$ cat config.mk
export PLATFORM = sky130hd
export DESIGN_NAME = sync_fifo_param
export DESIGN_NICKNAME = d
export VERILOG_FILES = /design/src/rtl/sync_fifo_param.sv
export SDC_FILE = /design/constraint.sdc
export NUM_CORES = 1
export LEC_CHECK = 0
export CAP_MARGIN = 10
export CORE_MARGIN = 5
export CORE_UTILIZATION = 54
export CTS_BUF_LIST = sky130_fd_sc_hd__clkbuf_8
export CTS_CLUSTER_SIZE = 24
export DETAILED_ROUTE_END_ITERATION = 16
export PLACE_DENSITY = 0.78
export REMOVE_ABC_BUFFERS = 1
export SLEW_MARGIN = 20
export SYNTH_ARGS = -nofsm -noshare
export SYNTH_HDL_FRONTEND = slang
export SYNTH_SLANG_ARGS = --single-unit
$ cat constraint.sdc
create_clock -name clk -period 4.1 [get_ports clk]
set_input_delay 0.82 -clock clk [delete_from_list [all_inputs] [get_ports clk]]
set_output_delay 0.82 -clock clk [all_outputs]
set_load 0.01 [all_outputs]
$ cat src/rtl/sync_fifo_param.sv
// Single-clock FIFO of any depth with FWFT or registered read, programmable
// almost-full/almost-empty thresholds, occupancy count and sticky error flags.
module sync_fifo_param #(
    parameter int DATA_WIDTH = 32,
    parameter int DEPTH      = 8,
    parameter bit FWFT       = 1'b1,
    parameter int AFULL_LVL  = 6,
    parameter int AEMPTY_LVL = 2,
    parameter int CNT_W      = $clog2(DEPTH + 1)
) (
    input  logic                  clk,
    input  logic                  rstn,
    input  logic                  push,
    input  logic [DATA_WIDTH-1:0] wr_data,
    input  logic                  pop,
    output logic [DATA_WIDTH-1:0] rd_data,
    output logic                  rd_valid,
    output logic                  full,
    output logic                  empty,
    output logic                  almost_full,
    output logic                  almost_empty,
    output logic [CNT_W-1:0]      count,
    input  logic                  clr_err,
    output logic                  overflow,
    output logic                  underflow
);
    localparam int               PTR_W      = (DEPTH > 1) ? $clog2(DEPTH) : 1;
    localparam logic [PTR_W-1:0] PTR_LAST   = PTR_W'(DEPTH - 1);
    localparam logic [CNT_W-1:0] CNT_FULL   = CNT_W'(DEPTH);
    localparam logic [CNT_W-1:0] CNT_AFULL  = CNT_W'(AFULL_LVL);
    localparam logic [CNT_W-1:0] CNT_AEMPTY = CNT_W'(AEMPTY_LVL);

    logic [DATA_WIDTH-1:0] mem_q [DEPTH];
    logic [PTR_W-1:0]      wr_ptr_q, wr_ptr_d;
    logic [PTR_W-1:0]      rd_ptr_q, rd_ptr_d;
    logic [CNT_W-1:0]      count_q, count_d;
    logic                  overflow_q, overflow_d;
    logic                  underflow_q, underflow_d;
    logic                  full_s, empty_s;
    logic                  push_ok_s, pop_ok_s;

    // Pointers wrap explicitly so non-power-of-two depths work.
    function automatic logic [PTR_W-1:0] ptr_inc(input logic [PTR_W-1:0] ptr);
        logic [PTR_W-1:0] nxt;
        if (ptr == PTR_LAST) begin
            nxt = {PTR_W{1'b0}};
        end else begin
            nxt = ptr + PTR_W'(1);
        end
        return nxt;
    endfunction

    // Status flags and acceptance, all from the registered occupancy.
    always_comb begin
        full_s       = (count_q == CNT_FULL);
        empty_s      = (count_q == {CNT_W{1'b0}});
        push_ok_s    = push & ~full_s;
        pop_ok_s     = pop & ~empty_s;
        full         = full_s;
        empty        = empty_s;
        almost_full  = (count_q >= CNT_AFULL);
        almost_empty = (count_q <= CNT_AEMPTY);
        count        = count_q;
        overflow     = overflow_q;
        underflow    = underflow_q;
    end

    // Next-state for pointers, occupancy and sticky error flags.
    always_comb begin
        if (push_ok_s) begin
            wr_ptr_d = ptr_inc(wr_ptr_q);
        end else begin
            wr_ptr_d = wr_ptr_q;
        end
        if (pop_ok_s) begin
            rd_ptr_d = ptr_inc(rd_ptr_q);
        end else begin
            rd_ptr_d = rd_ptr_q;
        end
        case ({push_ok_s, pop_ok_s})
            2'b10:   count_d = count_q + CNT_W'(1);
            2'b01:   count_d = count_q - CNT_W'(1);
            default: count_d = count_q;
        endcase
        // A fresh error outranks a clear in the same cycle.
        if (push & full_s) begin
            overflow_d = 1'b1;
        end else if (clr_err) begin
            overflow_d = 1'b0;
        end else begin
            overflow_d = overflow_q;
        end
        if (pop & empty_s) begin
            underflow_d = 1'b1;
        end else if (clr_err) begin
            underflow_d = 1'b0;
        end else begin
            underflow_d = underflow_q;
        end
    end

    // Control state registers.
    always_ff @(posedge clk or negedge rstn) begin
        if (!rstn) begin
            wr_ptr_q    <= {PTR_W{1'b0}};
            rd_ptr_q    <= {PTR_W{1'b0}};
            count_q     <= {CNT_W{1'b0}};
            overflow_q  <= 1'b0;
            underflow_q <= 1'b0;
        end else begin
            wr_ptr_q    <= wr_ptr_d;
            rd_ptr_q    <= rd_ptr_d;
            count_q     <= count_d;
            overflow_q  <= overflow_d;
            underflow_q <= underflow_d;
        end
    end

    // Storage array, intentionally left unreset.
    always_ff @(posedge clk) begin
        if (push_ok_s) begin
            mem_q[wr_ptr_q] <= wr_data;
        end
    end

    generate
        if (FWFT) begin : g_fwft
            // Head of queue is presented directly from storage.
            always_comb begin
                rd_data  = mem_q[rd_ptr_q];
                rd_valid = ~empty_s;
            end
        end else begin : g_reg
            logic [DATA_WIDTH-1:0] rd_data_q, rd_data_d;
            logic                  rd_valid_q, rd_valid_d;

            // Registered read: data lands one cycle after an accepted pop.
            always_comb begin
                if (pop_ok_s) begin
                    rd_data_d  = mem_q[rd_ptr_q];
                    rd_valid_d = 1'b1;
                end else begin
                    rd_data_d  = rd_data_q;
                    rd_valid_d = 1'b0;
                end
            end

            // Read output registers.
            always_ff @(posedge clk or negedge rstn) begin
                if (!rstn) begin
                    rd_data_q  <= {DATA_WIDTH{1'b0}};
                    rd_valid_q <= 1'b0;
                end else begin
                    rd_data_q  <= rd_data_d;
                    rd_valid_q <= rd_valid_d;
                end
            end

            // Drive ports from the read registers.
            always_comb begin
                rd_data  = rd_data_q;
                rd_valid = rd_valid_q;
            end
        end
    endgenerate

endmodule
==> impl_metrics.toml <==
[pwr]
power.leakage_nw = 4.091
vdd_drop_max_mv = 0.4224
p_total_mw = 8.635
pwr_density_cell_nw_per_um2 = 699.7

[clock_tree]
root_buffer = "clkbuf_8"
clock-sinks = 268
clk_path_buf_depth = 3
cts_max_level = 2
cts_tree = "done"
clk_pin_slew_worst_paths_ns = 0.06
cts_setup_buffers = 0
ctsHoldBuffers = 0
cts_resized = 0
clock_latency_ns = 0.53
cts_buffers = 43

[worst_setup_path]
crit_path_start_kind = "flip-flop"
r2r-end = "count[3]"
r2r_cells = 6
cp_max_fo = 38
crit_type = "flip-flop to output port"
crit_path_max_incr_delay_ns = 1.00
cpMaxStageDelayCell = "dfrtp_2"
end_kind = "output port"
worstPathCellList = "buf_4 > mux4_2 > mux2_2 > clkdlybuf4s50_1"
required_ns = 3.28
r2r_setup_slack_ns = 1.41
r2r_start = "count[1]"
arrival_ns = 3.03

[drt]
vias = 4894
antenna_left = 0
drt-total-wl_um = 19670
vias_per_cell = 5.697
firstDrtPassIters = 5
drcViolationCount = 0
first_iter_violations = 323
wl_per_cell_um = 22.90

[place]
post-place-ws_ns = 0.7435
numPortBuffers = 79
placed_area_um2 = 11580
gp_congestion = 0.7163
dp.cells = 784
post-dp-hpwl_um = 11430

[synth]
synth_area_um2 = 10400
synth_common_cells = "edfxtp_1 (256), mux4_2 (59), mux2_2 (33)"
yosysWarnings = 0
yosys.area.top_type = "edfxtp_1"
yosys_register_bits = 268
syn_inst = 446
synth_edf_count = 256
synth_area_per_cell_um2 = 23.33
synthMuxAreaShare = 0.1835
synth_top_flop_cell = "edfxtp_1"
synth-simple-area-share = 0.01467
synth_compound_area_frac = 0.006855
seq_area_frac_synth = 0.7678
synth.distinct_cells = 39
synthDominantCellAreaShare = 0.7389
synth-xor-area-share = 0.002526
yosysMostFrequentCell = "edfxtp_1"
synth_top_family_by_area = "multiplexers"
synthTopCellsByArea = "edfxtp_1 (74%), mux4_2 (13%), mux2_2 (3.6%)"
synth_fa_ha_area_frac = 0.008419
synthArstFlopShare = 0.04478

[timing]
clock.fmax_mhz = 259.8
fin_ws_ns = 0.2504
period_minus_slack_ns = 3.850
rsz0062_at_grt = "false"
period_share = 0.9389
drv_slew = 0
tightest_slew_ns = 1.019
timing.slew.headroom = 0.3206
finalClockSkew_ns = 0.005731
setup-violations-final = 0
hold_viol_final = 0

[die]
ios = 80
die-area_um2 = 22140
coreArea_um2 = 18830
std_cell_rows = 50
dieHeight_um = 148.8
start_util = 0.5525
die_w_um = 148.8

[grt]
grtUsageTotal = 0.1833
grt_pass1_vias = 5355
grt_max_degree = 39
grt_pass1_wl_um = 30620
grt-ovfl-total = 0
antenna_found_initial = 0

[min_path]
hold_depth = 2
hp-start = "underflow"
whs_endpoint = "underflow"
holdCritPathClass = "flip-flop to flip-flop"

[layout]
fillCellCount = 1209
nNetsFinal = 613
multiInputGateArea_um2 = 2296
drive_above_1_share = 0.2905
regArea_um2 = 7994
diodes = 0
instances_no_fill = 859
post-route-util = 0.6554
stdcell_area_um2 = 12340
area_growth_syn_to_layout_pct = 18.63

[flow_run]
cap_violations = 0

[run_status]
outcome = "finished clean"
-- cell type report --
| type | instances | share of cell area |
|---|---|---|
| clock buffers | 45 | 0.05018 |
| flip-flops and latches | 268 | 0.6477 |
| repair buffers | 99 | 0.07624 |
| multi-input cells | 150 | 0.1860 |
| clock inverters | 30 | 0.01135 |
| well taps | 260 | 0.02636 |
| inverters | 7 | 0.002129 |
-- sequential cells by signal, indices dropped and copies added (netlist names) --
signal	cells
count	4
mem_q	256
overflow	1
rd_ptr_q	3
underflow	1
wr_ptr_q	3
-- report_power, final --
part / total [mW] / switching, mW / internal (mW)
sequential: 3.87 / 0.412 / 3.46
clock: 2.03 / 0.960 / 1.07
combinational: 2.73 / 1.12 / 1.62
-- layout by cell type, fill, tap and decap left out, types with 2 or more instances in the layout --
| cell type | netlist | routed |
|---|---|---|
| edfxtp_1 | 256 | 256 |
| clkdlybuf4s50_1 | 0 | 79 |
| mux4_2 | 59 | 59 |
| clkbuf_8 | 0 | 45 |
| mux2_2 | 33 | 33 |
| inv_1 | 7 | 25 |
| buf_4 | 0 | 20 |
| clkinv_1 | 0 | 10 |
| dfrtp_1 | 12 | 9 |
| ha_1 | 7 | 7 |
| mux2_1 | 6 | 6 |
| mux4_1 | 5 | 5 |
| nand2_1 | 4 | 4 |
| nor3_2 | 0 | 4 |
| nor2_4 | 0 | 3 |
| nor2_1 | 6 | 3 |
| nand2b_1 | 2 | 2 |
| a21o_1 | 2 | 2 |
| xnor2_1 | 2 | 2 |
| o21ai_0 | 2 | 2 |
| dfrtp_2 | 0 | 2 |
-- logic make-up (layout without fill, tap and decap cells) --
kind of cell / count (synthesis) / after routing
flops: 268 / 268
simple gates: 26 / 26
compound gates: 10 / 10
xor+xnor: 3 / 3
mux: 104 / 104
fa+ha+maj: 7 / 7
buf+inv: 28 / 181
-- critical path: cells and delay by family, from the launching register on --
family,cells,cell delay [ns]
buffers and inverters,2,0.84
DFF,1,1.00
muxes,2,0.63
-- per-layer routing --
| layer | up-vias | share of wire | global-route usage |
|---|---|---|---|
| met5 | - | 0 | 0 |
| met4 | 0 | 0.020 | 0.05584 |
| met3 | 42 | 0.064 | 0.03768 |
| met2 | 172 | 0.50 | 0.3042 |
| met1 | 2551 | 0.41 | 0.2497 |
| li1 | 2129 | - | - |
-- per-stage QoR --
step | TNS [ns] | hold slack (ns)
2_1_floorplan | -19.95 | 0.5244
4_1_cts | 0 | 0.5404
3_3_place_gp | 0 | 0.5128
6_report | 0 | 0.5298
5_1_grt | 0 | 0.5737
3_5_place_dp | 0 | 0.5317
-- how the worst max path moves through the flow --
stage	from	endpoint
CTS	rd_ptr_q[0]	rd_data[1]
global placement	rd_ptr_q[0]	rd_data[28]
global route	rd_ptr_q[0]	rd_data[28]
floorplan	push	mem_q[0][0]
finish	rd_ptr_q[1]	rd_data[31]
detailed placement	rd_ptr_q[0]	rd_data[1]
Power figures use the tool's default switching activity.
